--- src/rtl/hex_display_arbiter.sv ---
// rtl/hex_display_arbiter.sv - round-robin arbiter sharing one hex display path among four requesters
module hex_display_arbiter #(
    parameter int DWELL = 50_000_000,
    parameter int WIDTH = 14
) (
    input  logic                 clk,
    input  logic                 rst_n,
    input  logic [3:0]           req,
    input  logic [4*WIDTH-1:0]   req_data,
    input  logic                 freeze,
    output logic [3:0]           ack,
    output logic [WIDTH-1:0]     disp_value,
    output logic [1:0]           disp_src,
    output logic                 disp_valid,
    output logic                 busy
);

    // One spare bit above log2(DWELL) so DWELL=1 still gets a 1-bit counter.
    localparam int               CNT_W    = $clog2(DWELL) + 1;
    localparam logic [CNT_W-1:0] CNT_LOAD = CNT_W'(DWELL - 1);

    typedef enum logic {
        IDLE = 1'b0,
        HOLD = 1'b1
    } state_t;

    state_t               state_q, state_d;
    logic [CNT_W-1:0]     cnt_q, cnt_d;
    logic [1:0]           last_grant_q, last_grant_d;
    logic [WIDTH-1:0]     disp_value_q, disp_value_d;
    logic [1:0]           disp_src_q, disp_src_d;
    logic                 disp_valid_q, disp_valid_d;
    logic [3:0]           ack_q, ack_d;

    logic [WIDTH-1:0]     slice [4];
    logic                 found;
    logic [1:0]           winner;
    logic [1:0]           cand;

    // Split the packed request data bus into one value per requester.
    always_comb begin
        for (int i = 0; i < 4; i++) begin
            slice[i] = req_data[i*WIDTH +: WIDTH];
        end
    end

    // Round-robin search: start just after the last winner, first set request wins.
    always_comb begin
        found  = 1'b0;
        winner = last_grant_q;
        cand   = '0;
        for (int k = 1; k <= 4; k++) begin
            cand = last_grant_q + 2'(k);
            if (!found && req[cand]) begin
                found  = 1'b1;
                winner = cand;
            end
        end
    end

    // State and datapath registers; reset abandons any dwell in progress.
    always_ff @(posedge clk) begin
        if (!rst_n) begin
            state_q      <= IDLE;
            cnt_q        <= '0;
            last_grant_q <= 2'd3;
            disp_value_q <= '0;
            disp_src_q   <= '0;
            disp_valid_q <= 1'b0;
            ack_q        <= '0;
        end else begin
            state_q      <= state_d;
            cnt_q        <= cnt_d;
            last_grant_q <= last_grant_d;
            disp_value_q <= disp_value_d;
            disp_src_q   <= disp_src_d;
            disp_valid_q <= disp_valid_d;
            ack_q        <= ack_d;
        end
    end

    // Next-state logic: grant from IDLE, count down the dwell in HOLD.
    always_comb begin
        state_d      = state_q;
        cnt_d        = cnt_q;
        last_grant_d = last_grant_q;
        disp_value_d = disp_value_q;
        disp_src_d   = disp_src_q;
        disp_valid_d = disp_valid_q;
        ack_d        = '0;
        case (state_q)
            IDLE: begin
                if (found) begin
                    disp_value_d  = slice[winner];
                    disp_src_d    = winner;
                    last_grant_d  = winner;
                    ack_d[winner] = 1'b1;
                    disp_valid_d  = 1'b1;
                    cnt_d         = CNT_LOAD;
                    state_d       = HOLD;
                end
            end
            HOLD: begin
                if (cnt_q == '0) begin
                    state_d = IDLE;
                end else if (!freeze) begin
                    cnt_d = cnt_q - CNT_W'(1);
                end
            end
            default: begin
                state_d = IDLE;
            end
        endcase
    end

    assign ack        = ack_q;
    assign disp_value = disp_value_q;
    assign disp_src   = disp_src_q;
    assign disp_valid = disp_valid_q;
    assign busy       = (state_q == HOLD);

endmodule
--- config.mk ---
export PLATFORM = sky130hd
export DESIGN_NAME = hex_display_arbiter
export DESIGN_NICKNAME = d
export VERILOG_FILES = /design/src/rtl/hex_display_arbiter.sv
export SDC_FILE = /design/constraint.sdc
export NUM_CORES = 1
export LEC_CHECK = 0
export ABC_CLOCK_PERIOD_IN_PS = 3900
export CORE_ASPECT_RATIO = 0.6
export CORE_MARGIN = 3
export CORE_UTILIZATION = 45
export CTS_BUF_LIST = sky130_fd_sc_hd__clkbuf_16
export CTS_CLUSTER_SIZE = 28
export DETAILED_ROUTE_END_ITERATION = 8
export GPL_ROUTABILITY_DRIVEN = 0
export GPL_TIMING_DRIVEN = 0
export PLACE_DENSITY = 0.83
export RECOVER_POWER = 50
export SYNTH_ARGS = -nofsm -noshare
export SYNTH_HDL_FRONTEND = slang
export SYNTH_SLANG_ARGS = --single-unit
--- constraint.sdc ---
create_clock -name clk -period 3.9 [get_ports clk]
set_clock_uncertainty 0.15 [all_clocks]
set_input_delay 0.975 -clock clk [delete_from_list [all_inputs] [get_ports clk]]
set_output_delay 0.975 -clock clk [all_outputs]
set_load 0.02 [all_outputs]
==> impl_summary.txt <==
----------------------------------------------------
[Setup path]
  Data required time of the worst path ... 3.90 ns
  CP arrival ... 3.67 ns
  Startpoint type of the worst setup path ... primary input
  Top cell by count, worst path ... sky130_fd_sc_hd__clkbuf_1
  Count of buffer and inverter cells on the critical path ... 3
  Kind of critical path ... in -> reg
  Type of element capturing the critical path ... register
  Sequence of cells on the critical path ... clkdlybuf4s50_1 -> or4_1 -> nand2_1 -> or3_1 -> clkbuf_1 -> clkbuf_1 -> o221ai_1
  Worst stage delay on the critical path ... 0.70 ns
  Crit path max fanout ... 10
  Slowest cell on the critical path ... sky130_fd_sc_hd__or4_1
  Largest delay contributor family on the critical path ... simple AND/OR/NAND/NOR gates

[STA]
  Count of final setup violators ... 0
  Final-layout worst hold slack ... 0.2922 ns
  Final hold viol count ... 0
  Timing-limited maximum frequency ... 271.9 MHz
  Shortest clock period the worst path allows after layout ... 3.678 ns
  Actual transition at the worst max-transition pin ... 0.8158 ns
  Unrepaired setup endpoints after global routing ... false
  Final max-slew violation count ... 0
  Final period utilization ... 0.9430
  Slew HR ... 0.4541

[Detailed routing]
  Remaining antenna violation count after routing ... 0
  Post-detailed-route via-to-cell ratio ... 6.085
  TritonRoute pass-1 iters ... 5
  Final routed wire length divided by cell count ... 18.63 um
  DRC ... 0
  Number of vias in the routed layout ... 2799
  Iter 0 DRT Violations ... 242
  Final Routed Wirelength ... 8571 um

[Flow run]
  Maxcap violations ... 0

[Floorplanning]
  Vert. Die Dim ... 65.06 um
  Top-level I/O count ... 85
  Die area ... 0.006795 mm2
  Core box area ... 0.005330 mm2
  Overall die width ... 104.4 um
  Cell Rows ... 20
  Effective utilization at floorplan ... 0.4908

[Synth]
  Syn nets ... 356
  Unique masters post-synth ... 50
  Share of synthesized area occupied by flip-flops and latches ... 0.3902
  Fraction of registers with async set or reset after synthesis ... 0
  Yosys Warn Count ... 0
  Synthesized flop and latch total ... 51
  Synthesized instance count ... 292
  Post-synth EDFFs ... 0
  Post-synthesis instance area ... 0.002616 mm2
  Syn Area/Cell ... 8.960 um2
  Primary flip-flop cell chosen by synthesis mapping ... sky130_fd_sc_hd__dfxtp_1

[Clock network]
  Number of buffers inserted for hold repair after clock tree synthesis ... 0
  Buffer depth of the longest clock path ... 2
  Cts bufs inserted ... 5
  CTS tree ... built
  Clk_lat worst skew ... 0.29 ns
  Total of cells resized after clock tree synthesis ... 0
  Buffers inserted by post-CTS timing repair ... 0
  Clock transition at the registers of the reported paths ... 0.07 ns
  # H-tree levels ... 2
  Clock root buffer ... sky130_fd_sc_hd__clkbuf_16
  Sinks on Clock Net ... 51

[Placement]
  Input/output buffers ... 84
  HPWL after DPL ... 6540 um

[GRT]
  Wire length of the first global-routing pass ... 14190 um
  All-Layer GR Usage ... 0.2598
  Number of antenna violations at the first check in global routing ... 0
  Global route total overflow ... 0
  Pin count of the biggest net entering global routing ... 16
  Via count of the first global-routing pass ... 2714

[Power and ir drop]
  Max rail drop VDD ... 211.1 uV
  Leakage ... 0.001403 uW
  Overall power of the completed layout ... 1506 uW
  Total power divided by cell area ... 405.2 mW/mm2

[Final layout]
  Share of final-layout standard cells stronger than drive strength 1 ... 0.04961
  Number of antenna cells inserted ... 0
  Layout area overhead ... 42.04%
  Net count, final ... 447

[Worst hold path]
  Classification of the worst-slack hold path ... reg -> reg

[Outcome]
  Status ... completed

----------------------------------------------------
-- cell usage in the layout (no fill, tap or decap), drive strengths merged, types with 2 or more instances in the layout --
master         count
clkdlybuf4s50     62
dfxtp             51
nand2             30
mux2i             29
nor2              26
dlygate4sd3       22
clkbuf            19
o221ai            14
or3               11
or4               10
a21oi              9
nor3               9
a31oi              9
o21ai              8
o31ai              8
nor4               7
nand3              5
a311o              5
inv                4
o311a              4
a211oi             4
nand2b             3
and2               3
o41ai              3
a311oi             3
or4b               3
xnor2              2
buf                2
-- layer usage --
| layer | part of all wire | GRT usage | vias to the layer above |
|---|---|---|---|
| met5 | 0 | 0.01587 | - |
| met4 | 0.0093 | 0.05473 | 0 |
| met3 | 0.076 | 0.05473 | 10 |
| met2 | 0.46 | 0.4003 | 118 |
| met1 | 0.45 | 0.3729 | 1356 |
| li1 | - | - | 1315 |
-- cell families (layout without fill, tap and decap cells) --
group	count (synthesis)	after routing	synth area share
xor+xnor	3	3	0.01004
fa+ha+maj	1	1	0.004782
compound gates	73	73	0.2219
buf+inv	21	112	0.03347
simple gates	114	114	0.2286
flops	51	51	0.3902
mux	29	29	0.1110
-- final timing paths --
path / startpoint / endpoint / slack, ns / cells past startpoint
max: req[1] / disp_value[10] / 0.22 / 7
min: cnt_q[26] / cnt_q[26] / 0.29 / 2
max reg2reg: cnt_q[9] / cnt_q[23] / 1.15 / 6
min reg2reg: cnt_q[26] / cnt_q[26] / 0.29 / 2
-- cell type report --
cell class | count | area, um2
multi-input cells | 220 | 1508
clock buffers | 5 | 125.1
repair buffers | 84 | 840.8
flip-flops and latches | 51 | 1021
well taps | 77 | 96.34
fillers | 432 | 1614
clock inverters | 2 | 37.54
inverters | 5 | 18.77
plain buffers | 16 | 68.82
-- registers in the layout, summed over array words and instances (netlist names) --
| register | cells |
|---|---|
| disp_src | 2 |
| cnt_q | 27 |
| busy | 1 |
| disp_valid | 1 |
| last_grant_q | 2 |
| ack | 4 |
| disp_value | 14 |
-- worst reg2reg max path, stage by stage, from the launching register on --
cell,delay [ns]
sky130_fd_sc_hd__dfxtp_1,0.31
sky130_fd_sc_hd__buf_6,0.13
sky130_fd_sc_hd__nor4_1,0.54
sky130_fd_sc_hd__nand4b_1,0.35
sky130_fd_sc_hd__nor3_1,0.66
sky130_fd_sc_hd__nand2_1,0.16
sky130_fd_sc_hd__o311a_1,0.36
-- Yosys cell counts (2+ instances only) --
cell type,instances,area share
sky130_fd_sc_hd__o221ai_1,14,0.047
sky130_fd_sc_hd__mux2i_1,29,0.11
sky130_fd_sc_hd__nand2_1,30,0.043
sky130_fd_sc_hd__clkbuf_1,13,0.019
sky130_fd_sc_hd__o31ai_1,7,0.020
sky130_fd_sc_hd__and2_1,3,0.0072
sky130_fd_sc_hd__a21oi_1,9,0.017
sky130_fd_sc_hd__a31oi_1,8,0.019
sky130_fd_sc_hd__a311oi_1,3,0.010
sky130_fd_sc_hd__o21ai_0,8,0.015
sky130_fd_sc_hd__nor3_1,9,0.017
sky130_fd_sc_hd__o41ai_1,3,0.010
sky130_fd_sc_hd__xnor2_1,2,0.0067
sky130_fd_sc_hd__or4b_2,2,0.0077
sky130_fd_sc_hd__or3_1,8,0.019
sky130_fd_sc_hd__nand2b_1,3,0.0072
sky130_fd_sc_hd__o311a_1,4,0.015
sky130_fd_sc_hd__dfxtp_1,51,0.39
sky130_fd_sc_hd__a211oi_1,4,0.011
sky130_fd_sc_hd__nor4_1,7,0.017
sky130_fd_sc_hd__inv_1,4,0.0057
sky130_fd_sc_hd__nor2_1,26,0.037
sky130_fd_sc_hd__nand3_1,5,0.0096
sky130_fd_sc_hd__a311o_1,5,0.019
sky130_fd_sc_hd__or3_2,3,0.0086
sky130_fd_sc_hd__or4_1,8,0.023
-- report_power, final --
group | switching (uW) | total [uW] | leakage (uW) | internal [uW]
Combinational | 214 | 406 | 0.000905 | 192
Sequential | 38.8 | 611 | 0.000422 | 572
Clock | 190 | 489 | 0.0000759 | 299
-- metrics by stage --
step	cell area [um2]	setup slack (ns)	utilization	instances	TNS, ns
after global routing	3716	0.08737	0.6972	460	0
after CTS	3716	0.2307	0.6972	460	0
after detailed placement	3553	-0.05801	0.6667	453	-0.3099
after floorplan	2616	0.8872	-	292	0
final	3716	0.2224	0.6972	460	0
after global placement	3553	-0.003227	0.6667	453	-0.003227
Note: power is estimated with default switching activity, not from simulation.
